$ cat src/rtl/filter_ch_scheduler.sv
// filter_ch_scheduler: one 2-tap averager y = (x(n) + x(n-1)) / 2 shared by
// N_CH channels through a round-robin arbiter, with a channel-tagged output.
// Build option: define FILTER_ROUND_EN to round half toward +inf instead of
// flooring.
module filter_ch_scheduler #(
    parameter int unsigned N_CH = 4,
    parameter int unsigned DW   = 19,
    parameter int unsigned CW   = 2
) (
    input  logic                 clk,
    input  logic                 rst_n,
    input  logic [N_CH-1:0]      in_valid,
    input  logic [N_CH*DW-1:0]   in_data,
    output logic [N_CH-1:0]      in_ready,
    output logic                 out_valid,
    output logic [DW-1:0]        out_data,
    output logic [CW-1:0]        out_ch,
    input  logic                 out_ready,
    input  logic                 flush,
    output logic                 busy
);

    typedef enum logic [1:0] {
        ST_RUN   = 2'd0,
        ST_DRAIN = 2'd1,
        ST_FLUSH = 2'd2
    } state_e;

`ifdef FILTER_ROUND_EN
    localparam logic signed [DW:0] RND_BIAS = (DW+1)'(1);
`else
    localparam logic signed [DW:0] RND_BIAS = '0;
`endif

    state_e                 state_q;
    logic [CW-1:0]          ptr_q;
    logic                   out_valid_q;
    logic [DW-1:0]          out_data_q;
    logic [CW-1:0]          out_ch_q;
    logic signed [DW-1:0]   hist_q [N_CH];
    logic [N_CH-1:0]        first_q;

    logic                   slot_free_c;
    logic                   grant_en_c;
    logic                   gnt_vld_c;
    logic [CW-1:0]          gnt_ch_c;
    logic                   accept_c;
    logic [CW-1:0]          ptr_nxt_c;
    logic signed [DW-1:0]   x_c;
    logic signed [DW-1:0]   base_c;
    logic signed [DW:0]     sum_c;
    logic [DW-1:0]          y_c;
    int unsigned            arb_idx_c;

    // Output slot can take a new result if empty or being drained this cycle.
    assign slot_free_c = !out_valid_q || out_ready;
    // Grants only in RUN; a flush request pre-empts any grant.
    assign grant_en_c  = (state_q == ST_RUN) && !flush && slot_free_c;
    assign accept_c    = grant_en_c && gnt_vld_c;

    // Round-robin search from the pointer upward, modulo N_CH.
    always_comb begin
        gnt_vld_c = 1'b0;
        gnt_ch_c  = '0;
        arb_idx_c = 0;
        for (int unsigned i = 0; i < N_CH; i++) begin
            arb_idx_c = 32'(ptr_q) + i;
            if (arb_idx_c >= N_CH) begin
                arb_idx_c = arb_idx_c - N_CH;
            end
            if (!gnt_vld_c && in_valid[CW'(arb_idx_c)]) begin
                gnt_vld_c = 1'b1;
                gnt_ch_c  = CW'(arb_idx_c);
            end
        end
    end

    // One-hot accept toward the granted channel.
    always_comb begin
        in_ready = '0;
        if (accept_c) begin
            in_ready = (N_CH)'(1) << gnt_ch_c;
        end
    end

    // Pointer advances past the granted channel, wrapping at N_CH.
    assign ptr_nxt_c = (32'(gnt_ch_c) == N_CH - 1) ? '0 : CW'(32'(gnt_ch_c) + 1);

    // Averaging datapath; a first sample averages against zero.
    always_comb begin
        x_c    = in_data[gnt_ch_c*DW +: DW];
        base_c = first_q[gnt_ch_c] ? '0 : hist_q[gnt_ch_c];
        sum_c  = {x_c[DW-1], x_c} + {base_c[DW-1], base_c} + RND_BIAS;
        y_c    = DW'(sum_c >>> 1);
    end

    // Flush sequencing: wait for a pending result to leave, then clear once.
    always_ff @(posedge clk or negedge rst_n) begin
        if (!rst_n) begin
            state_q <= ST_RUN;
        end else begin
            case (state_q)
                ST_RUN: begin
                    if (flush) begin
                        state_q <= slot_free_c ? ST_FLUSH : ST_DRAIN;
                    end
                end
                ST_DRAIN: begin
                    if (out_valid_q && out_ready) begin
                        state_q <= ST_FLUSH;
                    end
                end
                ST_FLUSH: state_q <= ST_RUN;
                default:  state_q <= ST_RUN;
            endcase
        end
    end

    // Output slot and arbitration pointer.
    always_ff @(posedge clk or negedge rst_n) begin
        if (!rst_n) begin
            out_valid_q <= 1'b0;
            out_data_q  <= '0;
            out_ch_q    <= '0;
            ptr_q       <= '0;
        end else if (accept_c) begin
            out_valid_q <= 1'b1;
            out_data_q  <= y_c;
            out_ch_q    <= gnt_ch_c;
            ptr_q       <= ptr_nxt_c;
        end else if (out_ready) begin
            out_valid_q <= 1'b0;
        end
    end

    // Per-channel history and first-sample flags.
    always_ff @(posedge clk or negedge rst_n) begin
        if (!rst_n) begin
            for (int unsigned i = 0; i < N_CH; i++) begin
                hist_q[i] <= '0;
            end
            first_q <= '1;
        end else if (state_q == ST_FLUSH) begin
            for (int unsigned i = 0; i < N_CH; i++) begin
                hist_q[i] <= '0;
            end
            first_q <= '1;
        end else if (accept_c) begin
            hist_q[gnt_ch_c]  <= x_c;
            first_q[gnt_ch_c] <= 1'b0;
        end
    end

    assign out_valid = out_valid_q;
    assign out_data  = out_data_q;
    assign out_ch    = out_ch_q;
    assign busy      = (state_q != ST_RUN) || out_valid_q;

endmodule
$ cat config.mk
export PLATFORM = sky130hd
export DESIGN_NAME = filter_ch_scheduler
export DESIGN_NICKNAME = d
export VERILOG_FILES = /design/src/rtl/filter_ch_scheduler.sv
export SDC_FILE = /design/constraint.sdc
export NUM_CORES = 1
export LEC_CHECK = 0
export CORE_ASPECT_RATIO = 0.7
export CORE_MARGIN = 2
export CORE_UTILIZATION = 58
export DETAILED_ROUTE_END_ITERATION = 10
export PLACE_DENSITY = 0.87
export RECOVER_POWER = 50
export SYNTH_ARGS = -nofsm -noshare
export SYNTH_HDL_FRONTEND = slang
export SYNTH_SLANG_ARGS = --single-unit
$ cat constraint.sdc
create_clock -name clk -period 7.6 [get_ports clk]
set_clock_uncertainty 0.2 [all_clocks]
set_input_delay 0.76 -clock clk [delete_from_list [all_inputs] [get_ports clk]]
set_output_delay 0.76 -clock clk [all_outputs]
set_load 0.05 [all_outputs]
### Word level (Yosys, flattened, before mapping)

Index checks and enable logic that the tools add are counted.

| storage, ports and cells | value |
|---|---|
| register bits | 106 |
| bits in latches | 0 |
| memory bits (writable) | 0 |
| memory bits (read-only) | 0 |
| bits of input ports | 84 |
| memories | 0 |

| operators by class | value |
|---|---|
| add/subtract/negate cells | 9 |
| multipliers | 1 |
| divide/modulo/power cells | 0 |
| magnitude comparators | 12 |
| equal/unequal tests | 5 |
| shifts and indexed selects | 2 |
| mux-type cells | 43 |
| bitwise logic cells | 3 |
| reduce and logical (&&, ||, !) cells | 21 |

Operators by type and width:

| operator | count |
|---|---|
| $mux W76 | 2 |
| $bwmux W76 | 1 |
| $mux W19 | 4 |
| $shiftx A76 B8 Y19 | 1 |
| $bmux W19 S2 | 1 |
| $demux W19 S2 | 1 |
| $mux W2 | 12 |
| $add A19 B19 Y20 | 1 |
| $lt A2 B3 Y1 const B | 5 |
| $ge A3 B3 Y1 const B | 4 |
| $mux W1 | 12 |
| $mux W4 | 3 |
| $bmux W1 S2 | 5 |
| $logic_and A1 B1 Y1 | 9 |
| $sub A2 B1 Y2 const B | 4 |
| $mul A2 B5 Y7 const B | 1 |
| $add A2 B2 Y3 const B | 2 |
| $reduce_bool A2 Y1 | 3 |
| $logic_not A1 Y1 | 5 |
| $and A4 B4 Y4 | 1 |
| $eq A2 B2 Y1 const B | 2 |
| $ne A2 B2 Y1 const B | 2 |
| $not A4 Y4 | 1 |
| $pmux W2 S2 | 1 |
| 12 further kinds | 13 |

### Depth between registers and ports, before layout

Gate-level depths: netlist of the first run.

| depth | value |
|---|---|
| depth after elaboration | 22 |
| mapped depth | 22 |

### Worst setup path after synthesis of the first run

Ideal clock, no wire load.

| timing | value |
|---|---|
| path kind | in2reg |
| start point | input port in_valid[3] |
| end point | register out_data_q[15], in the netlist out_data[15] |
| library setup time | 0.132 ns |
| data arrival time | 4.368 ns |
| slack | 2.900 ns |
| stages | 22 |
| buffers on the path | 4 |
| path through | nand2b_1 > a211o_1 > nor2b_1 > buf_2 > inv_2 > clkbuf_1 > buf_2 > buf_2 > nand2_1 > nand3_1 > and3_1 > ha_1 > nor2b_1 > o21ai_1 > a21boi_1 > o2111ai_1 > a21oi_1 > o32ai_1 > o21ai_1 > a21oi_1 > xor2_1 > o21ai_1 |

| on the way | value |
|---|---|
| word-level cells in the longest chain between the ends | 18 |
| elaborated cells on any way between the ends | 33 |
| those cells by class | add/sub (1); mul (1); shift (1); mux (22); bitwise (1); reduce/logical (7) |

RTL lines:

| element | line | RTL |
|---|---|---|
| start: declaration | 12 | `input logic [N_CH-1:0] in_valid,` |
| parallel branches: the longest is 18 deep, another holds $bmux W1 S2 | -- |  |
| end signal: assignment | 128 | `out_data_q <= y_c;` |
| end: declaration | 38 | `logic [DW-1:0] out_data_q;` |

Parallel ways; which one is timed is not known. The select of a mux whose other input is x is not followed.
A chain may end at the register's enable or synchronous reset.

### Worst setup path after layout of the first run

| timing | value |
|---|---|
| start point | input port in_valid[1] |
| end point | register out_data_q[13], in the netlist out_data[13] |

Same word-level chain as after synthesis.

==> impl_metrics.ini, run 1 <==
[run_status]
status = finished with violations
violations = capacitance limit, slew limit

[min_path]
hp-class = reg2reg
hold_start = out_data[11]$_DFFE_PN0P_

[route]
ant_nets = 0
dr.pass1.iters = 6
routed_wl_um = 16600
vias = 6008
wire_per_inst_um = 16.3
drcViolationCount = 0
drtIter0Drc = 784
viasPerCell = 5.92

[global_routing]
grt_overflow = 0
grt_max_degree = 77
grt_pass1_wl_um = 27000
grt_antenna_before_repair = 0
grt_pass1_vias = 5545
grt_usage = 0.288

[placement]
pre_cts_slack_ps = 1790
dp_cells = 1000
hpwl_um = 11600
gp_congestion = 0.879
port_buffers = 110

[finish]
area_growth_pct = 22.5
fillCellCount = 748
nets = 986
stdcell_count = 1015
n_antenna_cell = 0
drive_gt1_frac = 0.0634

[critical_path]
critical_path_required_ps = 7630
cp_max_fo = 75
critPathCapture = out_data[13]$_DFFE_PN0P_
reg2regPathDepth = 20
slowest_delay_ps = 610
crit_chain = dlygate4sd3_1, nor3b_1, a211o_1, nor2b_4, buf_4, mux2_2, and3_1, ha_1, nor2b_1, o21ai_1, a21boi_1, o2111ai_1, a21oi_1, o32ai_1, o21bai_1, a21oi_1, xor2_1, o21ai_1
worstSetupEndpointType = register
critPathLaunchType = primary input
r2r-start = ptr_q[0]$_DFFE_PN0P_
cp_slowest_cell = buf_4
r2r_end = out_data[13]$_DFFE_PN0P_
startpoint = in_valid[1]
arrival_ps = 5650
reg2reg_slack_ps = 2550
crit_type = in2reg

[power]
p_leak_nw = 3.61
p_per_area_nw_per_um2 = 424
peakVddDrop_uv = 206

[cts]
root_buffer = clkbuf_16
cts_buffer_depth = 2
cts-resized-gates = 0
clkSlewWorstSetupHoldPaths_ps = 70
cts_max_level = 3
worstSkewPairLatency_ps = 360
cts_tree = built
cts_buffers = 9
ctsHoldBuffers = 0
postCtsSetupBuffers = 0
cts.sinks = 106

[floorplanning]
core_area_um2 = 10500
io_pins = 111
initial_core_util = 0.602
fp-row-count = 31
die_w_um = 129
die_h_um = 91.2
die_area_um2 = 11700

[flow_run]
maxCapViolations = 2

[synthesis]
synth-seq-area-share = 0.422
syn_area_um2 = 6300
synthDistinctLibCells = 55
syn_avg_cell_area_um2 = 7.82
synthCells = 806
synth-seq-cells = 106
async_reset_ff_frac = 1.00
synth_edf_count = 0
yosys_warnings = 0
synthFlopType = dfrtp_1
syn_nets = 913

[sta]
setup_tns_ps = 0
setup_viol = 0
slew_headroom = -1.58
period_share = 0.740
fin_ws_ps = 1980
rsz0062_at_grt = no
hold_viol_final = 0
period_minus_slack_ps = 5620
slew_viol_final = 109
fmax_ghz = 0.178
worst_pin_slew_ps = 3860
flip-flops by register name, indices dropped and copies added, names as in the netlist:
| name | cells |
|---|---|
| first_q | 4 |
| out_data | 19 |
| ptr_q | 2 |
| state_q | 2 |
| hist_q | 76 |
| out_valid | 1 |
| out_ch | 2 |
kinds of logic (layout without fill, tap and decap cells):
family | Yosys count | in the layout | synth area share
multiplexers | 12 | 12 | 0.0196
AND/OR/NAND/NOR | 393 | 393 | 0.281
buffers and inverters | 89 | 166 | 0.0538
AO/OA/AOI/OAI | 169 | 169 | 0.158
XOR/XNOR | 14 | 14 | 0.0194
adder cells (fa/ha/maj) | 23 | 23 | 0.0468
flip-flops | 106 | 106 | 0.422
placed cells by master, fill, tap and decap left out, drive strengths merged, types with 2 or more instances in the layout:
cell type | Yosys | layout
mux2 | 3 | 3
o211ai | 2 | 2
nor2b | 5 | 5
nand2b | 6 | 6
a211o | 2 | 2
o21ai | 119 | 119
clkbuf | 49 | 11
a31oi | 4 | 4
a21oi | 14 | 14
dlygate4sd3 | 0 | 13
clkinvlp | 0 | 2
nand4 | 2 | 2
mux2i | 9 | 9
nand2 | 194 | 194
and2 | 2 | 2
a21o | 7 | 7
inv | 32 | 34
o41ai | 2 | 2
dfrtp | 102 | 102
and3 | 18 | 18
xnor2 | 7 | 7
ha | 22 | 22
nor3 | 4 | 4
clkdlybuf4s50 | 0 | 96
dfstp | 4 | 4
nand3 | 132 | 132
a211oi | 3 | 3
xor2 | 7 | 7
o21bai | 3 | 3
or2 | 2 | 2
nor2 | 24 | 24
buf | 8 | 8
cell usage after synthesis (3+ instances only):
| cell | number | share of area |
|---|---|---|
| ha_1 | 22 | 0.044 |
| inv_2 | 13 | 0.0077 |
| xnor2_1 | 7 | 0.0097 |
| dfrtp_1 | 102 | 0.40 |
| nor2_1 | 23 | 0.014 |
| o21ai_1 | 107 | 0.085 |
| nand2b_1 | 6 | 0.0060 |
| buf_2 | 4 | 0.0032 |
| inv_1 | 19 | 0.011 |
| o21ai_0 | 10 | 0.0079 |
| nand2_1 | 194 | 0.12 |
| dfstp_2 | 4 | 0.017 |
| clkbuf_1 | 49 | 0.029 |
| nor2b_1 | 5 | 0.0050 |
| a21o_1 | 7 | 0.0083 |
| xor2_1 | 7 | 0.0097 |
| a31oi_1 | 4 | 0.0040 |
| o21bai_1 | 3 | 0.0036 |
| a21oi_1 | 12 | 0.0095 |
| nand3_1 | 132 | 0.10 |
| and3_1 | 18 | 0.018 |
| nor3_1 | 4 | 0.0032 |
| mux2_2 | 3 | 0.0054 |
| a211oi_1 | 3 | 0.0036 |
| buf_1 | 4 | 0.0024 |
| mux2i_1 | 9 | 0.014 |
per-stage QoR:
stage / hold WS, ps / power, mW / cell area (um^2) / util
6_report: 277 / 3.27 / 7720 / 0.737
2_1_floorplan: 264 / 2.26 / 6300 / -
5_1_grt: 311 / 3.49 / 7720 / 0.737
3_3_place_gp: 263 / 2.69 / 7430 / 0.709
4_1_cts: 153 / 3.25 / 7730 / 0.738
3_5_place_dp: 276 / 2.77 / 7430 / 0.709
worst min-delay path by stage:
| stage | cells after the start | slack, ps | to |
|---|---|---|---|
| floorplan | 0 | 260 | hist_q[0]$_DFFE_PN0P_ |
| global placement | 1 | 260 | out_ch[0]$_DFFE_PN0P_ |
| detailed placement | 2 | 280 | out_data[11]$_DFFE_PN0P_ |
| CTS | 1 | 150 | state_q[0]$_DFFE_PN0P_ |
| global route | 2 | 310 | out_data[8]$_DFFE_PN0P_ |
| finish | 2 | 280 | out_data[11]$_DFFE_PN0P_ |
critical path, delay by kind of cell:
| kind | cells | cell delay [ps] |
|---|---|---|
| buf+inv | 2 | 1210 |
| compound gates | 9 | 1760 |
| xor+xnor | 1 | 170 |
| fa+ha+maj | 1 | 370 |
| mux | 1 | 570 |
| simple gates | 4 | 770 |
metal layers:
metal | share of wire | up-vias | track usage
met5 | 0 | - | 0
met4 | 0.013 | 0 | 0.0752
met3 | 0.10 | 18 | 0.0642
met2 | 0.43 | 348 | 0.422
met1 | 0.46 | 2747 | 0.432
li1 | - | 2895 | -
power breakdown:
| part | internal, mW | switching (mW) | leakage (nW) |
|---|---|---|---|
| Sequential | 0.813 | 0.146 | 1.40 |
| Combinational | 0.621 | 1.22 | 2.07 |
| Clock | 0.259 | 0.218 | 0.142 |
final cells by class:
type	instances	area, um^2	area share
well taps	132	165	0.0214
clock inverters	6	76.3	0.00988
repair buffers	119	1160	0.150
multi-input cells	611	3320	0.430
inverters	32	120	0.0156
clock buffers	9	225	0.0292
flip-flops and latches	106	2660	0.344
Power figures use the tool's default switching activity.
==> run 2: changes to the inputs <==
--- a/config.mk
+++ b/config.mk
@@ -7,9 +7,9 @@
 export LEC_CHECK = 0
 export CORE_ASPECT_RATIO = 0.7
 export CORE_MARGIN = 2
-export CORE_UTILIZATION = 58
+export CORE_UTILIZATION = 54
 export DETAILED_ROUTE_END_ITERATION = 10
-export PLACE_DENSITY = 0.87
+export PLACE_DENSITY = 0.81
 export RECOVER_POWER = 50
 export SYNTH_ARGS = -nofsm -noshare
 export SYNTH_HDL_FRONTEND = slang
==> constraint.sdc (replaced) <==
create_clock -name clk -period 5.49 [get_ports clk]
set_clock_uncertainty 0.2 [all_clocks]
set_input_delay 0.549 -clock clk [delete_from_list [all_inputs] [get_ports clk]]
set_output_delay 0.549 -clock clk [all_outputs]
set_load 0.05 [all_outputs]
==> run 2 against run 1 <==
Compared with the run above:
- the flow still finishes with violations (capacitance limit, slew limit)
- routed wire length grew 1.4%
- critical path type unchanged
- die area grew 7.1%
- critical path depth grew 2
- design area grew 2.4%
- combinational power grew 41%
- largest cell class unchanged
- highest routed layer unchanged
- hold slack lost 0.87 ps
- via count grew 0.65%
- final cell count grew 3.3%
- global-route usage shrank 0.77 points
==> impl_metrics.ini, run 2 (same netlist as run 1, synthesis figures left out) <==
[power]
p_leak_nw = 3.72
p_per_area_nw_per_um2 = 590
p_total_mw = 4.67
p_comb_frac = 0.558
peakVddDrop_uv = 300
p_sw_mw = 2.19
seqPwrFrac = 0.282
p_int_mw = 2.48
p_clk_frac = 0.160
switching_share = 0.468

[critical_path]
cp_max_fo = 12
arrival_ps = 5000
crit_chain = dlygate4sd3_1, nand2b_1, a211o_1, nor2b_4, inv_2, nand2_1, nand2_1, o21ai_1, inv_1, ha_1, nor2b_1, o21ai_1, a21boi_1, o2111ai_1, a21oi_1, o32ai_1, o21bai_1, a21oi_1, xor2_1, o21ai_1
cp_slowest_cell = dlygate4sd3_1
timing.critical_path.mode_cell = o21ai_1
crit_type = in2reg
worstSetupEndpointType = register
slowest_delay_ps = 620
cp.depth = 20
critPathLaunchType = primary input
reg2regPathDepth = 19
path_buf_inv = 3
critical_path_required_ps = 5520
cp_top_family = compound AO/OA/AOI/OAI gates

[finish]
multiInputGateArea_um2 = 3320
drive_gt1_frac = 0.0792
layout_common_cells = nand2_1, nand3_1, o21ai_1
layout_commonest_cell = nand2_1
nets = 998
largest_reg_flops = 76
area_growth_pct = 25.5
top_register = hist_q
n_antenna_cell = 0
fillCellCount = 841
final-seq-area_um2 = 2660

[cts]
cts_max_level = 3
root_buffer = clkbuf_16
clkSlewWorstSetupHoldPaths_ps = 60
cts_tree = built
cts.sinks = 106
worstSkewPairLatency_ps = 360
cts_buffers = 9
cts_buffer_depth = 2
cts-resized-gates = 0

[placement]
pre_cts_slack_ps = 451
hpwl_um = 11800
port_buffers = 110
gp_congestion = 0.891

[floorplanning]
initial_core_util = 0.562
io_pins = 111
die_h_um = 94.4
die_area_um2 = 12600
die_w_um = 133
fp-row-count = 32
core_area_um2 = 11200

[route]
viasPerCell = 5.76
drtIter0Drc = 553
drcViolationCount = 0
routed_wl_um = 16800
ant_nets = 0
wire_per_inst_um = 16.0
vias = 6047
dr.pass1.iters = 5

[global_routing]
grt_usage = 0.280
grt_max_degree = 77
grt_overflow = 0
grt_pass1_vias = 5785
grt_pass1_wl_um = 27900
grt_antenna_before_repair = 0

[sta]
setup_viol = 0
fmax_ghz = 0.201
slew_viol_final = 109
worst_pin_slew_ps = 2150
fin_ws_ps = 518
slew_headroom = -0.433
rsz0062_at_grt = no
period_share = 0.906
hold_ws_ps = 277
setup_tns_ps = 0
period_minus_slack_ps = 4970
hold_viol_final = 0

[run_status]
violations = capacitance limit, slew limit
status = finished with violations

[min_path]
hp-class = reg2reg
hold_path_depth = 1

[flow_run]
maxCapViolations = 2
-- run 2: cell count changes in the layout (fill, tap and decap cells not counted), sizes merged --
cell,previous run,this run
inv,34,33
clkinvlp,2,1
bufinv,1,3
clkdlybuf4s50,96,83
clkbuf,11,12
dlygate4sd3,13,25
buf,8,21
-- run 2: power groups by stage --
stage	clock [mW]	sequential [mW]	combinational [mW]
floorplan	0	1.55	1.57
global placement	0	1.31	2.49
detailed placement	0	1.33	2.58
CTS	0.755	1.32	2.60
global route	0.785	1.36	2.85
finish	0.748	1.32	2.60
-- run 2: worst register-to-register path: stages, from the launching register on --
cell and delay, ps:
dfrtp_1 440, nor3b_1 210, a211o_1 130, nor2b_4 310, inv_2 190, nand2_1 120, nand2_1 60, o21ai_1 320
inv_1 90, ha_1 380, nor2b_1 160, o21ai_1 200, a21boi_1 180, o2111ai_1 270, a21oi_1 150, o32ai_1 510
o21bai_1 160, a21oi_1 210, xor2_1 170, o21ai_1 70
-- run 2: stage by stage --
| step | cells | utilization | cell area, um^2 |
|---|---|---|---|
| global route | 1049 | 0.706 | 7910 |
| finish | 1049 | 0.706 | 7910 |
| global placement | 1032 | 0.674 | 7560 |
| CTS | 1049 | 0.706 | 7920 |
| detailed placement | 1032 | 0.674 | 7560 |
| floorplan | 806 | - | 6300 |
-- run 2: repair_timing --
item                      CTS  global route
hold buffers                1             0
hold endpoints to repair   34             0
buffers inserted            0             0
-- run 2: layer usage --
metal | share of wire | vias up | global-route usage | wire length, um
li1 | - | 2920 | - | -
met1 | 0.46 | 2755 | 0.395 | 7690
met2 | 0.43 | 347 | 0.435 | 7190
met3 | 0.10 | 25 | 0.0682 | 1700
met4 | 0.013 | 0 | 0.0816 | 217
met5 | 0 | - | 0 | 0
-- run 2: path summary, 6_finish.rpt --
path,start,endpoint,slack [ps]
hold / removal,out_ch[0]$_DFFE_PN0P_,out_ch[0]$_DFFE_PN0P_,280
setup reg to reg,ptr_q[1]$_DFFE_PN0P_,out_data[13]$_DFFE_PN0P_,850
max in group asynchronous,rst_n,hist_q[69]$_DFFE_PN0P_,1380
min in group asynchronous,rst_n,out_valid$_DFFE_PN0P_,1160
hold reg to reg,out_ch[0]$_DFFE_PN0P_,out_ch[0]$_DFFE_PN0P_,280
setup / recovery,in_valid[3],out_data[13]$_DFFE_PN0P_,520
-- run 2: layout make-up --
| class | count | area share |
|---|---|---|
| Multi-Input combinational cell | 611 | 0.419 |
| Sequential cell | 106 | 0.336 |
| Timing Repair Buffer | 131 | 0.161 |
| Clock buffer | 10 | 0.0302 |
| Tap cell | 153 | 0.0242 |
| Inverter | 32 | 0.0152 |
| Clock inverter | 6 | 0.0141 |
==> variant 1, RTL diff (settings of run 2) <==
The 3 states of `state_e` get a one-hot encoding in 3 bits.
--- a/src/rtl/filter_ch_scheduler.sv
+++ b/src/rtl/filter_ch_scheduler.sv
@@ -22,6 +22,6 @@
 
-    typedef enum logic [1:0] {
-        ST_RUN   = 2'd0,
-        ST_DRAIN = 2'd1,
-        ST_FLUSH = 2'd2
+    typedef enum logic [2:0] {
+        ST_RUN   = 3'b001,
+        ST_DRAIN = 3'b010,
+        ST_FLUSH = 3'b100
     } state_e;
Behaviour: same outputs for any inputs over 4 cycles, from zero or initial values and one cycle with rst_n low; so few cycles prove little.
==> variant 1 against run 2 <==
- the flow still finishes with violations (capacitance limit, slew limit)
- count of clock-buffer cells in the layout unchanged
- sequential cell count up 1
- routed wire length down 5.8%
- sequential power down 4%
- cell area down 0.51%
- synthesized cell count down 13%
- setup slack better by 0.038 ns
- fmax up 0.77%
- synthesized area up 0.67%
- total power up 3.5%
==> variant 1: results (changes against run 2) <==
Status
  • Status: finished with violations
  • Violated checks: capacitance limit, slew limit

Synth
  • Synth top area cells: dfrtp_1 40%, mux2i_1 7.1%, nand3_1 6.2%
  • Sequential share of the synthesized area: 42.3% (+0.13 points)
  • Cell variety after synth: 44 (-20%)
  • Mapped Nets: 809 (-11%)
  • Post-synth top cells: 102 x dfrtp_1, 78 x nand3_1, 64 x o21ai_1, 59 x nand2_1, 56 x o21ai_0

Global routing
  • GR Util met1: 37.3% (-2.2 points)
  • GR met3 Demand/Resource: 5.31% (-1.5 points)
  • First-pass GRT wire length: 25600 µm (-8.5%)
  • Vias in the first global route: 5112 (-12%)
  • Total GRT Usage: 25.6% (-2.4 points)
  • Grt met2 use: 40.5% (-3.1 points)

Finish
  • # diodes: 0 (unchanged)
  • Layout cells sized above 1: 8.58% (+0.65 points)
  • Largest register FFs: 76 (unchanged)
  • Nets@finish: 895 (-10%)

Clock tree
  • Clock latency on the worst-skew pair: 0.34 ns (-0.02 ns)
  • Clock buffers created by TritonCTS: 9 (unchanged)
  • H-tree levels: 3 (unchanged)

Drt
  • Via count: 5525 (-8.6%)
  • Drt first-iter violations: 384 (-31%)
  • Routed WL per cell: 16.6 µm (+4.0%)
  • TritonRoute pass-1 iters: 5 (unchanged)

Place
  • Area after DPL: 7590 µm² (+0.46%)
  • Final HPWL DP: 11200 µm (-4.4%)
  • GPL Wtd Cong: 0.922 (+3.4%)

Worst setup path
  • Reg2reg end: out_data[16]
  • CP max FO: 20 (+8)
  • R2R cell count: 17 (-2)
  • CP arrival: 4.92 ns (-0.08 ns)

Power and ir drop
  • Leak: 0.00361 µW (-3.0%)
  • Worst IR Drop VDD: 0.330 mV (+9.9%)

Flow run
  • Max-cap viol count: 1 (-1)

STA
  • Fin. max-slew vios: 53 (-51%)
  • Max_slew headroom: -85.2% (-42 points)
-- variant 1: cell families after synthesis --
| family | Yosys count | share of synthesized area, % |
|---|---|---|
| muxes | 65 | 10.6 |
| DFF | 107 | 42.3 |
| AOI/OAI and AO/OA | 205 | 19.5 |
| xor gates and xnor gates | 17 | 2.35 |
| buffers and inverters | 78 | 4.71 |
| and+or+nand+nor | 207 | 15.8 |
| adders and majority gates | 23 | 4.65 |
-- variant 1: worst max-delay path, cell delays in order --
cell and delay (ns):
dlygate4sd3_1 0.60, mux2i_1 0.09, a32o_2 0.27, nor2_8 0.38
buf_4 0.36, mux2i_1 0.22, nand2_1 0.07, o21ai_1 0.22
inv_1 0.12, ha_1 0.40, a21o_1 0.19, a21o_1 0.19
a21o_1 0.20, or3_1 0.30, a31o_1 0.21, a311oi_1 0.26
xor2_1 0.18, o21ai_1 0.07
-- variant 1: worst max path at each step --
stage                         to  cells after the start  slack (ns)
CTS                 out_data[16]                     18        0.66
finish              out_data[16]                     18        0.56
global route        out_data[15]                     20        0.27
global placement    out_data[16]                     18        0.43
floorplan           out_data[16]                     20        0.75
detailed placement  out_data[16]                     18        0.33
-- variant 1: where the power goes --
group,switching [µW],internal (µW),total (µW),leakage (µW)
Clock,299,318,617,0.000137
Combinational,1830,1120,2940,0.00210
Sequential,168,1100,1270,0.00137
Total,2290,2540,4830,0.00361
-- variant 1: final cells by class --
cell class	count	area [µm²]
fill	902	3730
multi-input combinational	517	3370
sequential	107	2680
timing repair buffer	125	1220
clock buffer	10	229
tap	157	196
inverter	28	105
clock inverter	6	56.3
-- variant 1: stage by stage --
step	cells	utilization [%]	hold slack [ns]	worst slack, ns
global placement	934	65.4	0.264	0.426
floorplan	702	-	0.0534	0.747
global route	950	67.8	0.312	0.271
finish	950	67.8	0.273	0.556
detailed placement	934	65.4	0.265	0.333
CTS	950	67.9	0.0538	0.664
-- variant 1: per-layer routing --
metal / wire length, µm / vias up / part of all wire (%)
met1: 7460 / 2606 / 47
met3: 1290 / 12 / 8.2
met2: 6970 / 240 / 44
met5: 0 / - / 0
li1: - / 2667 / -
met4: 88 / 0 / 0.56
==> variant 2, RTL diff (settings of run 2) <==
Without the edit above. Add a define of `FILTER_ROUND_EN`.
--- a/src/rtl/filter_ch_scheduler.sv
+++ b/src/rtl/filter_ch_scheduler.sv
@@ -4,2 +4,4 @@
 // flooring.
+`define FILTER_ROUND_EN
+
 module filter_ch_scheduler #(
Behaviour: not the same (Yosys sat finds a counterexample within 4 cycles, from zero or initial values and one cycle with rst_n low).
==> variant 2 against run 2 <==
- cell area fell by 1.3%
- sequential cell count unchanged
- total power is 3.0% lower
- critical path depth decreased by 3
- routed wire length is 5.6% lower
- the flow still finishes with violations (capacitance limit, slew limit)
- synthesized area down 0.16%
- fmax up 0.47%
- setup slack improved by 0.023 ns
==> variant 2: results (changes against run 2) <==
Place
  • Final HPWL DP: 11300 µm (-4.0%)
  • GPL Wtd Cong: 0.927 (+4.0%)
  • Area after DPL: 7520 µm² (-0.45%)
  • Inst Count DP: 926 (-10%)
  • Pre-CTS WS: 0.355 ns (-0.0957 ns)

Drt
  • Via count: 5633 (-6.8%)
  • Drt first-iter violations: 489 (-12%)
  • Met3 wire len: 1460 µm (-14%)
  • WL met2: 6790 µm (-5.5%)
  • Routed WL per cell: 16.8 µm (+5.1%)
  • Via density per instance: 5.98 (+3.7%)
  • Met1 Routed Length: 7300 µm (-5.2%)

Finish
  • Clock-cell share: 3.75% (-0.68 points)
  • Inverters: 33 (+3.1%)
  • Comb_multi_in: 508 (-17%)
  • Data buffer area share: 15.7% (-0.40 points)
  • Nets@finish: 891 (-11%)

Synth
  • Synth Area in XOR/XNOR: 1.81% (-0.14 points)
  • Sequential share of the synthesized area: 42.2% (+0.067 points)
  • Post-Syn Instances: 696 (-14%)
  • Mapped Nets: 803 (-12%)
  • Post-synthesis mux area share: 10.9% (+9.0 points)
  • Post-synth top cells: 112 x o21ai_0, 102 x dfrtp_1, 78 x nand3_1, 57 x nand2_1, 44 x mux2i_1
  • Post-Synth Adder-Cell Area: 4.69% (+0.0074 points)
  • Compound-Gate Fraction of Synth Area: 20.4% (+4.6 points)

Worst setup path
  • Critical-path top delay cell: o21ai_0
  • CP Capture Point: out_data[17]
  • R2R cell count: 16 (-3)
  • Crit path launch: in_valid[0]
  • CP max FO: 29 (+17)

Power and ir drop
  • Clk power: 632 µW (-16%)
  • Switching share of power: 47.0% (+0.19 points)
  • Leak: 0.00351 µW (-5.6%)

Global routing
  • GR met3 Demand/Resource: 5.15% (-1.7 points)
  • Total GRT Usage: 26.4% (-1.6 points)
  • GR Util met1: 38.4% (-1.1 points)

Status
  • Status: finished with violations
  • Violated checks: capacitance limit, slew limit

STA
  • Fin. max-slew vios: 54 (-50%)
  • Max_slew headroom: -88.8% (-45 points)
  • Tmin final: 4.95 ns (-0.0232 ns)

Flow run
  • Max-cap viol count: 1 (-1)

Floorplanning
  • Core Area: 11200 µm² (-0.36%)
==> variant 2: cell types whose count changed after synthesis, moves of 14 or more <==
cell / before / now
o21ai_0: 10 / 112
and3_1: 18 / 0
nand3_1: 132 / 78
mux2_2: 3 / 20
o21ai_1: 107 / 11
nand2_1: 194 / 57
mux2i_1: 9 / 44
clkbuf_1: 49 / 33
a211oi_1: 3 / 39
nor2b_1: 5 / 21
inv_1: 19 / 33
==> variant 2: worst min-delay path by stage <==
| stage | startpoint | endpoint | slack (ns) | cells after the start |
|---|---|---|---|---|
| final | out_data[11] | out_data[11] | 0.28 | 2 |
| after global routing | out_data[15] | out_data[15] | 0.31 | 2 |
| after CTS | rst_n | state_q[1] | 0.06 | 1 |
| after detailed placement | out_data[11] | out_data[11] | 0.27 | 2 |
| after global placement | out_data[11] | out_data[11] | 0.26 | 2 |
| after floorplan | rst_n | hist_q[0] | 0.05 | 0 |
